$ cat src/rtl/lift_sched_ctrl.sv
// Single-car SCAN sequencer: latches hall/car calls, keeps direction while calls lie ahead,
// times floor-to-floor travel and door dwell, and drives motion/door outputs.
module lift_sched_ctrl #(
  parameter int unsigned FLOORS        = 8,
  parameter int unsigned FLOOR_W       = 3,
  parameter int unsigned TRAVEL_CYCLES = 4,
  parameter int unsigned DOOR_CYCLES   = 6
) (
  input  logic               clk,
  input  logic               rst,
  input  logic [FLOORS-1:0]  out_buttons,
  input  logic [FLOORS-1:0]  in_buttons,
  output logic [FLOOR_W-1:0] current_floor,
  output logic [FLOOR_W-1:0] next_floor,
  output logic               goingUp,
  output logic               goingDown,
  output logic               door_open,
  output logic [FLOORS-1:0]  pending
);

  localparam int unsigned TmrMax = (TRAVEL_CYCLES > DOOR_CYCLES) ? TRAVEL_CYCLES : DOOR_CYCLES;
  localparam int unsigned TmrW   = $clog2(TmrMax);
  localparam logic [TmrW-1:0] TravelLast = TmrW'(TRAVEL_CYCLES - 1);
  localparam logic [TmrW-1:0] DoorLast   = TmrW'(DOOR_CYCLES - 1);

  typedef enum logic [1:0] {StIdle, StMove, StDoor} state_e;

  state_e             state_q, state_d;
  logic [FLOOR_W-1:0] cur_q, cur_d;
  logic [TmrW-1:0]    tmr_q, tmr_d;
  logic [FLOORS-1:0]  pend_q, pend_d;
  logic               up_q, up_d;

  logic [FLOORS-1:0]  btn, cur_mask, arr_mask, set_mask, clr_mask, dec_clr;
  logic [FLOOR_W-1:0] arr_floor, up_near, dn_near;
  logic               up_any, dn_any, ahead_any, behind_any;
  state_e             dec_state;
  logic               dec_up;

  assign btn       = out_buttons | in_buttons;
  assign cur_mask  = FLOORS'(1) << cur_q;
  assign arr_floor = up_q ? cur_q + 1'b1 : cur_q - 1'b1;
  assign arr_mask  = FLOORS'(1) << arr_floor;

  // Nearest pending floor strictly above and strictly below the car.
  always_comb begin
    up_any  = 1'b0;
    up_near = cur_q;
    dn_any  = 1'b0;
    dn_near = cur_q;
    for (int i = int'(FLOORS) - 1; i >= 0; i--) begin
      if (pend_q[i] && (FLOOR_W'(i) > cur_q)) begin
        up_any  = 1'b1;
        up_near = FLOOR_W'(i);
      end
    end
    for (int i = 0; i < int'(FLOORS); i++) begin
      if (pend_q[i] && (FLOOR_W'(i) < cur_q)) begin
        dn_any  = 1'b1;
        dn_near = FLOOR_W'(i);
      end
    end
  end

  assign ahead_any  = up_q ? up_any : dn_any;
  assign behind_any = up_q ? dn_any : up_any;

  // Decision rule shared by IDLE and door close.
  always_comb begin
    dec_state = StIdle;
    dec_up    = up_q;
    dec_clr   = '0;
    if (|(pend_q & cur_mask)) begin
      dec_state = StDoor;
      dec_clr   = cur_mask;
    end else if (ahead_any) begin
      dec_state = StMove;
    end else if (behind_any) begin
      dec_state = StMove;
      dec_up    = ~up_q;
    end
  end

  always_ff @(posedge clk or posedge rst) begin
    if (rst) begin
      state_q <= StIdle;
      cur_q   <= '0;
      tmr_q   <= '0;
      pend_q  <= '0;
      up_q    <= 1'b1;
    end else begin
      state_q <= state_d;
      cur_q   <= cur_d;
      tmr_q   <= tmr_d;
      pend_q  <= pend_d;
      up_q    <= up_d;
    end
  end

  always_comb begin
    state_d  = state_q;
    cur_d    = cur_q;
    tmr_d    = tmr_q;
    up_d     = up_q;
    set_mask = btn;
    clr_mask = '0;
    unique case (state_q)
      StIdle: begin
        if (|pend_q) begin
          state_d  = dec_state;
          up_d     = dec_up;
          clr_mask = dec_clr;
          tmr_d    = '0;
        end
      end
      StMove: begin
        if (tmr_q == TravelLast) begin
          tmr_d = '0;
          cur_d = arr_floor;
          if (|(pend_q & arr_mask)) begin
            state_d  = StDoor;
            clr_mask = arr_mask;
          end
        end else begin
          tmr_d = tmr_q + 1'b1;
        end
      end
      StDoor: begin
        // A call at the open floor extends the dwell instead of latching.
        if (|(btn & cur_mask)) begin
          set_mask = btn & ~cur_mask;
          tmr_d    = '0;
        end else if (tmr_q == DoorLast) begin
          state_d  = dec_state;
          up_d     = dec_up;
          clr_mask = dec_clr;
          tmr_d    = '0;
        end else begin
          tmr_d = tmr_q + 1'b1;
        end
      end
      default: state_d = StIdle;
    endcase
    pend_d = (pend_q | set_mask) & ~clr_mask;
  end

  always_comb begin
    current_floor = cur_q;
    pending       = pend_q;
    goingUp       = (state_q == StMove) && up_q;
    goingDown     = (state_q == StMove) && !up_q;
    door_open     = (state_q == StDoor);
    if (pend_q == '0) begin
      next_floor = cur_q;
    end else if (ahead_any) begin
      next_floor = up_q ? up_near : dn_near;
    end else if (behind_any) begin
      next_floor = up_q ? dn_near : up_near;
    end else begin
      next_floor = cur_q;
    end
  end

`ifndef SYNTHESIS
  a_floor_range: assert property (@(posedge clk) disable iff (rst)
    (state_q == StMove && tmr_q == TravelLast) |->
      (up_q ? (cur_q != FLOOR_W'(FLOORS - 1)) : (cur_q != '0)));
`endif

endmodule

$ cat config.mk
export PLATFORM = sky130hd
export DESIGN_NAME = lift_sched_ctrl
export DESIGN_NICKNAME = d
export VERILOG_FILES = /design/src/rtl/lift_sched_ctrl.sv
export SDC_FILE = /design/constraint.sdc
export NUM_CORES = 1
export LEC_CHECK = 0
export CAP_MARGIN = 20
export CORE_MARGIN = 1.5
export CORE_UTILIZATION = 30
export DETAILED_ROUTE_END_ITERATION = 10
export HOLD_SLACK_MARGIN = 0.06
export MAX_ROUTING_LAYER = met4
export PLACE_DENSITY = 0.56
export SLEW_MARGIN = 10
export SYNTH_ARGS = -nofsm -noshare
export SYNTH_HDL_FRONTEND = slang
export SYNTH_SLANG_ARGS = --single-unit
$ cat constraint.sdc
create_clock -name clk -period 6.2 [get_ports clk]
set_input_delay 0.62 -clock clk [delete_from_list [all_inputs] [get_ports clk]]
set_output_delay 0.62 -clock clk [all_outputs]
set_load 0.02 [all_outputs]
==> Yosys cells after proc, flatten, opt, wreduce, memory -nomap -nowiden <==
Cells that the tools add are included.
Widths: inputs -> output; s select.
{ "word_totals": {"regBits": 17, "latchBits": 0, "mem_bits_rw": 0, "mem_bits_ro": 0, "out_inout_bits": 17, "mem_count": 0, "inputBits": 18, "wordCells": 146} }
{ "op_classes": {"reduce_logical": 31, "n_div": 0, "multipliers": 0, "n_mux": 70, "addsub": 3, "eq_ne": 9, "shift": 2, "magnitude_cmp": 16, "n_bitwise": 10} }
{ "ops": {"columns": ["cell", "n"], "rows": [
  ["$mux 3", 26],
  ["$mux 8", 8],
  ["$and 8x8->8", 5],
  ["$reduce_or 8->1", 4],
  ["$mux 1", 26],
  ["$pmux 8 s3", 1],
  ["$logic_and 1x1->1", 18],
  ["$not 8->8", 2],
  ["$or 8x8->8", 2],
  ["$shl 1x3->8 const A", 2],
  ["$gt 3x3->1 const A", 4],
  ["$lt 3x3->1 const A", 4],
  ["$mux 2", 6],
  ["$pmux 3 s3", 1],
  ["$logic_not 8->1", 1],
  ["$ne 2x2->1 const B", 4],
  ["$add 3x1->3 const B", 2],
  ["$gt 1x3->1 const A", 2],
  ["$gt 2x3->1 const A", 2],
  ["$lt 1x3->1 const A", 2],
  ["$lt 2x3->1 const A", 2],
  ["$pmux 2 s3", 1],
  ["$reduce_and 5->1", 1],
  ["$reduce_and 2->1", 2],
  ["13 further kinds", 13]
]} }

==> Longest topological paths before layout <==
Gate-level depths: netlist of the first run.
{ "depth": {"word_depth": 17, "mapped_depth": 10, "mapped_depth_nobuf": 8} }

==> Worst setup path after synthesis of the first run <==
Ideal clock, no wire load.
{ "synth_path": {"kind": "flip-flop to output port", "startpoint": "register cur_q[0], in the netlist current_floor[0]", "endpoint": "output next_floor[1]", "required_time_ns": 5.580, "t_arrival_ns": 2.509, "path_stages_with_launch": 11, "slack_ns": 3.071, "n_path_buf": 2, "path_cell_list": "dfrtp_1 -> buf_2 -> inv_1 -> ha_1 -> clkbuf_1 -> nor2b_1 -> o21ai_0 -> o21a_1 -> a21oi_1 -> o21a_1 -> o21ai_0"} }
{ "synth_via": {"elab_chain_cells": 14, "elab_cells_between_ends": 71, "classes_between": "order compare: 16; mux: 39; reduce/logical: 16"} }
{ "synth_rtl": {"columns": ["item", "line_no", "rtl"], "rows": [
  ["start: declaration", "29", "logic [FLOOR_W-1:0] cur_q, cur_d;"],
  ["start signal: assignment", "93", "cur_q <= cur_d;"],
  ["$gt 3x3->1 / $lt 1x3->1 (equally long branches)", "52, 58", null],
  ["$logic_and 1x1->1 (on tied branches)", "52, 58", null],
  ["$mux 3, or another cell as far along (8 in a row)", "52", "if (pend_q[i] && (FLOOR_W'(i) > cur_q)) begin"],
  ["$mux 3 / $mux 1 (equally long branches)", "158, 66", null],
  ["$mux 3", "157", "end else if (behind_any) begin"],
  ["$mux 3 (*)", "155", "end else if (ahead_any) begin"],
  ["$mux 3 (*)", "153", "if (pend_q == '0) begin"],
  ["end: declaration", "14", "output logic [FLOOR_W-1:0] next_floor,"]
]} }
Every way passes the cells marked *; elsewhere a longest branch is shown, timed or not.

==> Worst setup path after layout of the first run <==
{ "layout_path": {"startpoint": "register cur_q[1], in the netlist current_floor[1]", "endpoint": "output next_floor[0]"} }
The elaborated chain is that of the path after synthesis.

==> impl_metrics.csv, run 1 <==
group,metric,value,unit
power_and_ir_drop,leakage,0.886,nW
critical_path,start_kind,"register",
yosys,synth_fa_ha_area_share,9.61,%
critical_path,slowest_stage,"dfrtp_1",
yosys,synthSimpleGateAreaFrac,20.4,%
yosys,synthMuxAreaShare,6.98,%
power_and_ir_drop,finalPower,0.472,mW
clock_tree,cts_tree,"done",
yosys,synthCells,259,
global_routing,grt_pass1_wl,9.62,mm
route,dr.pass1.iters,4,
timing,hold_viol_final,0,
critical_path,path_buf_inv,3,
power_and_ir_drop,power_density,200,nW/um^2
floorplan,die_w,83.7,um
floorplan,die_y,83.7,um
timing,holdWs,0.574,ns
timing,slew_headroom,52.2,%
run_status,status,"completed",
yosys,synth-async-reset-ratio,100,%
placement,gp_congestion,0.852,
yosys,ys_warn_count,0,
clock_tree,path_clk_slew,0.07,ns
floorplan,coreArea,6310,sq um
timing,worst_slew_pin_slew,0.716,ns
timing,final.setup_skew,0.00488,ns
power_and_ir_drop,max-vdd-ir-drop,0.112,mV
critical_path,crit_chain,"clkinv_1, ha_1, inv_1, o21ai_0, a21oi_1, a211oi_2, o22ai_1, mux2i_1, clkdlybuf4s50_1",
run,drv_cap,0,
timing,report.final.setup_viol,0,
final_layout,drive_above_1_share,6.74,%
floorplan,rows,29,
final_layout,final_util,37.4,%
critical_path,cp_top_family,"buffers and inverters",
yosys,synth_ff_type,"dfrtp_1",
final_layout,diodes,0,
timing,finalCritPeriodShare,65.1,%
global_routing,grt_overflow,0,
critical_path,path_max_fanout,16,
route,drt-vias-per-instance,5.60,
timing,max_freq,0.248,GHz
yosys,synth_xor_area_share,2.18,%
final_layout,final_cell_mix,"34 x clkdlybuf4s50_1, 23 x o21ai_0, 22 x nand2_1, 22 x a21oi_1, 21 x nor2_1",
yosys,synth_seq_area_share,21.8,%
yosys,syn_area,1950,sq um
critical_path,cp.arrival,3.42,ns
timing,period_minus_slack,4.04,ns
critical_path,path_class,"reg -> out",
route,num_vias,2009,
critical_path,critical_path_required,5.58,ns
clock_tree,post-cts-setup-buffers,0,
final_layout,area_growth,20.8,%
final_layout,fill_cells,694,
placement,port_buffers,34,
route,wl,5.76,mm
yosys,syn_area_per_cell,7.54,sq um
timing,setup_tns,0,ns
final_layout,finalNetCount,316,
global_routing,grt_pass1_vias,1870,
global_routing,antenna_found_initial,0,
global_routing,grt_use_total,17.3,%
timing,rsz0062_at_grt,"no",
clock_tree,htree_levels,1,
yosys,synth-compound-area-share,30.4,%
floorplan,start_util,30.9,%
route,ant_nets,0,
clock_tree,numCtsBuffers,3,
global_routing,grt_max_degree,35,
clock_tree,clock-sinks,17,
clock_tree,clockBufferDepth,2,
final_layout,layout_commonest_cell,"clkdlybuf4s50_1",
min_path,hp-class,"reg -> reg",
yosys,synth_top_family_by_area,"compound AO/OA/AOI/OAI gates",
route,avgRoutedWirePerCell,16.1,um
yosys,ys_ff_latch,17,
critical_path,endpoint_kind,"output pin",
critical_path,slowest_delay,0.65,ns
floorplan,die-area,7000,sq um
clock_tree,worstSkewPairLatency,0.26,ns
yosys,synth-edff-count,0,
route,post-route-drc-count,0,
floorplan,io_pins,35,
clock_tree,cts-root-buf,"clkbuf_8",
yosys,syn_nets,292,
clock_tree,hold_buffers,0,
placement,hpwl,4.24,mm
timing,slew_violations,0,
yosys,synth.distinct_cells,46,
clock_tree,cts_resized,0,
route,drtIter0Drc,154,
[metrics by stage]
step           std cells  instance area [sq um]  worst slack [ns]
2_1_floorplan        259                   1950              3.07
3_3_place_gp         355                   2310              2.58
3_5_place_dp         355                   2310              2.46
4_1_cts              359                   2360              2.17
5_1_grt              359                   2360              1.85
6_report             359                   2360              2.16
[cells in the mapped netlist (2+ instances only)]
master | number | area, sq um
o21ai_0 | 23 | 115
a21oi_1 | 22 | 110
nand2_1 | 22 | 82.6
nor2_1 | 21 | 78.8
inv_1 | 19 | 71.3
dfrtp_1 | 16 | 400
ha_1 | 15 | 188
a31oi_1 | 14 | 87.6
clkbuf_1 | 9 | 33.8
mux2i_1 | 8 | 80.1
nor3_1 | 8 | 40.0
nand3_1 | 7 | 35.0
nand2b_1 | 6 | 37.5
a211oi_1 | 5 | 37.5
mux2_2 | 5 | 56.3
a22oi_1 | 4 | 30.0
buf_2 | 4 | 20.0
nor2b_1 | 4 | 25.0
o21a_1 | 4 | 30.0
o22ai_1 | 4 | 25.0
o31ai_1 | 3 | 22.5
xnor2_1 | 3 | 26.3
a221oi_1 | 2 | 17.5
a32oi_1 | 2 | 17.5
and2_1 | 2 | 12.5
and3_1 | 2 | 12.5
buf_4 | 2 | 15.0
buf_6 | 2 | 22.5
nor4_1 | 2 | 12.5
o221ai_1 | 2 | 17.5
o2bb2ai_1 | 2 | 17.5
[state kept, by name (all words and copies together), names as in the netlist]
name,flops
tmr_q,3
state_q,2
up_q,1
pending,8
current_floor,3
[logic make-up (layout without fill, tap and decap cells)]
group                    count (synthesis)  in the layout
flip-flops                              17             17
XOR/XNOR                                 4              4
multiplexers                            13             13
adder cells (fa/ha/maj)                 15             15
buffers and inverters                   37             60
AND/OR/NAND/NOR                         80             80
AO/OA/AOI/OAI                           93             93
[report_power, final]
group / internal (mW) / leakage, nW / switching, mW / total [mW]
sequential: 0.124 / 0.191 / 0.0203 / 0.144
clock: 0.0448 / 0.0255 / 0.0424 / 0.0872
combinational: 0.101 / 0.670 / 0.139 / 0.240
[final cells by class]
type / instances / area [sq um] / area share [%]
multi-input combinational: 205 / 1360 / 57.6
sequential: 17 / 427 / 18.1
timing repair buffer: 36 / 355 / 15.1
tap: 77 / 96.3 / 4.08
inverter: 20 / 75.1 / 3.18
clock buffer: 3 / 41.3 / 1.75
clock inverter: 1 / 5.00 / 0.212
[routing by layer]
| metal | wire length, um | GRT usage [%] | part of all wire [%] | up-vias |
|---|---|---|---|---|
| met1 | 2810 | 24.9 | 49 | 950 |
| met3 | 283 | 1.29 | 4.9 | 9 |
| met4 | 98 | 5.51 | 1.7 | 0 |
| met2 | 2570 | 25.9 | 45 | 74 |
| met5 | 0 | - | 0 | - |
| li1 | - | - | - | 976 |
[final timing paths]
check,from,end,slack [ns],cells past startpoint
max in group asynchronous,rst,pending[1]$_DFF_PP0_,4.98,2
min in group asynchronous,rst,pending[3]$_DFF_PP0_,0.77,2
worst min register to register,tmr_q[0]$_DFFE_PP0P_,tmr_q[0]$_DFFE_PP0P_,0.57,1
worst max register to register,current_floor[1]$_DFFE_PP0P_,pending[6]$_DFF_PP0_,3.02,8
worst max-delay path,current_floor[1]$_DFFE_PP0P_,next_floor[0],2.16,9
worst min-delay path,tmr_q[0]$_DFFE_PP0P_,tmr_q[0]$_DFFE_PP0P_,0.57,1
Note: power is estimated with default switching activity, not from simulation.
==> run 2, diff against run 1 <==
--- a/config.mk
+++ b/config.mk
@@ -11,7 +11,7 @@
 export DETAILED_ROUTE_END_ITERATION = 10
 export HOLD_SLACK_MARGIN = 0.06
 export MAX_ROUTING_LAYER = met4
-export PLACE_DENSITY = 0.56
+export PLACE_DENSITY = 0.57
 export SLEW_MARGIN = 10
 export SYNTH_ARGS = -nofsm -noshare
 export SYNTH_HDL_FRONTEND = slang
==> constraint.sdc (replaced) <==
create_clock -name clk -period 3.3 [get_ports clk]
set_input_delay 0.33 -clock clk [delete_from_list [all_inputs] [get_ports clk]]
set_output_delay 0.33 -clock clk [all_outputs]
set_load 0.02 [all_outputs]
==> run 2 against run 1 <==
Clock power up 81%. Cell count rose by 2.2%. Via count grew 0.40%. Register-to-register slack worse by 2.4 ns. Die area is the same. Worst setup slack worse by 1.9 ns. Critical endpoint unchanged.
==> impl_metrics.csv, run 2 (synthesis results as in run 1) <==
group,metric,value,unit
run_status,status,"completed",
timing,setup_tns,0,ns
global_routing,grt_pass1_vias,1947,
timing,holdWs,0.467,ns
run,drv_cap,0,
floorplan,start_util,30.9,%
timing,report.final.setup_viol,0,
final_layout,final_cell_mix,"34 x clkdlybuf4s50_1, 23 x o21ai_0, 22 x nand2_1, 22 x a21oi_1, 21 x nor2_1",
power_and_ir_drop,max-vdd-ir-drop,0.165,mV
timing,slew_violations,0,
route,avgRoutedWirePerCell,15.7,um
power_and_ir_drop,finalPower,0.883,mW
clock_tree,worstSkewPairLatency,0.25,ns
final_layout,finalInstanceArea,2420,sq um
final_layout,largest_reg_flops,8,
clock_tree,clockBufferDepth,2,
final_layout,area_growth,24.0,%
power_and_ir_drop,clkPwrFrac,17.9,%
min_path,hp-class,"in -> async",
floorplan,rows,29,
power_and_ir_drop,switching_power,0.373,mW
timing,hold_viol_final,0,
global_routing,grt_use_total,17.3,%
clock_tree,hold_buffers,0,
route,ant_nets,0,
global_routing,antenna_found_initial,0,
floorplan,die-area,7000,sq um
floorplan,die_w,83.7,um
global_routing,grt_max_degree,18,
critical_path,endpoint_kind,"output pin",
power_and_ir_drop,p_int,0.510,mW
final_layout,drive_above_1_share,9.66,%
clock_tree,htree_levels,1,
final_layout,final_util,38.3,%
timing,slew_headroom,50.6,%
floorplan,coreArea,6310,sq um
clock_tree,numCtsBuffers,3,
global_routing,grt_pass1_wl,9.71,mm
placement,gp_congestion,0.870,
timing,final.setup_skew,0.00350,ns
floorplan,die_y,83.7,um
power_and_ir_drop,power_density,365,nW/um^2
placement,hpwl,4.41,mm
critical_path,critical_path_required,2.97,ns
placement,place_area,2370,sq um
global_routing,grt_overflow,0,
power_and_ir_drop,pwr-share-seq,30.7,%
clock_tree,clock-sinks,17,
critical_path,path_max_fanout,16,
clock_tree,path_clk_slew,0.07,ns
timing,max_freq,0.329,GHz
route,num_vias,2017,
placement,port_buffers,34,
route,drtIter0Drc,98,
critical_path,path_class,"reg -> out",
route,dr.pass1.iters,4,
route,post-route-drc-count,0,
power_and_ir_drop,comb_power_share,51.4,%
critical_path,start_kind,"register",
placement,place_inst,363,
clock_tree,cts-root-buf,"clkbuf_8",
timing,fin_ws,0.257,ns
route,drt-vias-per-instance,5.50,
timing,period_minus_slack,3.04,ns
power_and_ir_drop,leakage,0.919,nW
final_layout,diodes,0,
final_layout,fin_cells,367,
final_layout,layout_commonest_cell,"clkdlybuf4s50_1",
power_and_ir_drop,swShare,42.2,%
timing,worst_slew_pin_slew,0.734,ns
final_layout,finalNetCount,324,
floorplan,io_pins,35,
route,wl,5.75,mm
timing,rsz0062_at_grt,"no",
clock_tree,cts_tree,"done",
placement,pre_cts_ws,0.453,ns
critical_path,cp.arrival,2.71,ns
timing,finalCritPeriodShare,92.2,%
## run 2: changes by cell type in the layout (fill, tap and decap cells not counted)
cell      delta
inv_2        +1
buf_4        +8
inv_1        -1
ha_1         -1
ha_2         +1
clkinv_2     -1
clkbuf_1     +1
## run 2: path summary, 6_finish.rpt
check / cells after the start / start / slack, ns / end
worst max-delay path: 8 / current_floor[0]$_DFFE_PP0P_ / 0.26 / next_floor[0]
worst min-delay path: 2 / rst / 0.47 / pending[0]$_DFF_PP0_
worst max register to register: 9 / current_floor[1]$_DFFE_PP0P_ / 0.65 / pending[6]$_DFF_PP0_
worst min register to register: 1 / tmr_q[0]$_DFFE_PP0P_ / 0.58 / tmr_q[0]$_DFFE_PP0P_
max in group asynchronous: 2 / rst / 2.40 / current_floor[2]$_DFFE_PP0P_
min in group clk: 1 / tmr_q[0]$_DFFE_PP0P_ / 0.58 / tmr_q[0]$_DFFE_PP0P_
## run 2: area by class of cell
class / instances / area [sq um]
repair buffers: 44 / 415
inverters: 20 / 75.1
well taps: 77 / 96.3
clock buffers: 4 / 45.0
fillers: 684 / 3890
multi-input cells: 205 / 1360
flip-flops and latches: 17 / 427
## run 2: power by group through the flow
stage	logic [mW]	registers [mW]	clock network, mW
2_1_floorplan	0.310	0.271	0
3_3_place_gp	0.450	0.274	0
3_5_place_dp	0.451	0.274	0
4_1_cts	0.453	0.270	0.163
5_1_grt	0.501	0.275	0.172
6_report	0.454	0.271	0.158
## run 2: critical path, cell delays in order (launching register included)
cell             delay, ns
dfrtp_1               0.41
buf_4                 0.23
ha_2                  0.30
nand2_1               0.16
a21oi_1               0.21
o21ai_0               0.14
o22ai_1               0.20
mux2i_1               0.20
clkdlybuf4s50_1       0.62
## run 2: repair_timing
action,4_1_cts,5_1_grt
setup buffers,0,0
hold endpoints to repair,0,0
setup endpoints to repair,0,1
gates resized for setup,0,2
## run 2: metal layers
layer  routed length (um)  GRT usage [%]
met4                   85           5.37
met5                    0              -
met3                  232           1.58
met2                 2520           26.7
met1                 2910           24.1
==> run 3, diff against run 2 <==
--- a/config.mk
+++ b/config.mk
@@ -5,7 +5,6 @@
 export SDC_FILE = /design/constraint.sdc
 export NUM_CORES = 1
 export LEC_CHECK = 0
-export CAP_MARGIN = 20
 export CORE_MARGIN = 1.5
 export CORE_UTILIZATION = 30
 export DETAILED_ROUTE_END_ITERATION = 10
==> results of run 3 <==
The final DEF is identical to that of run 2; final timing and power are the same.
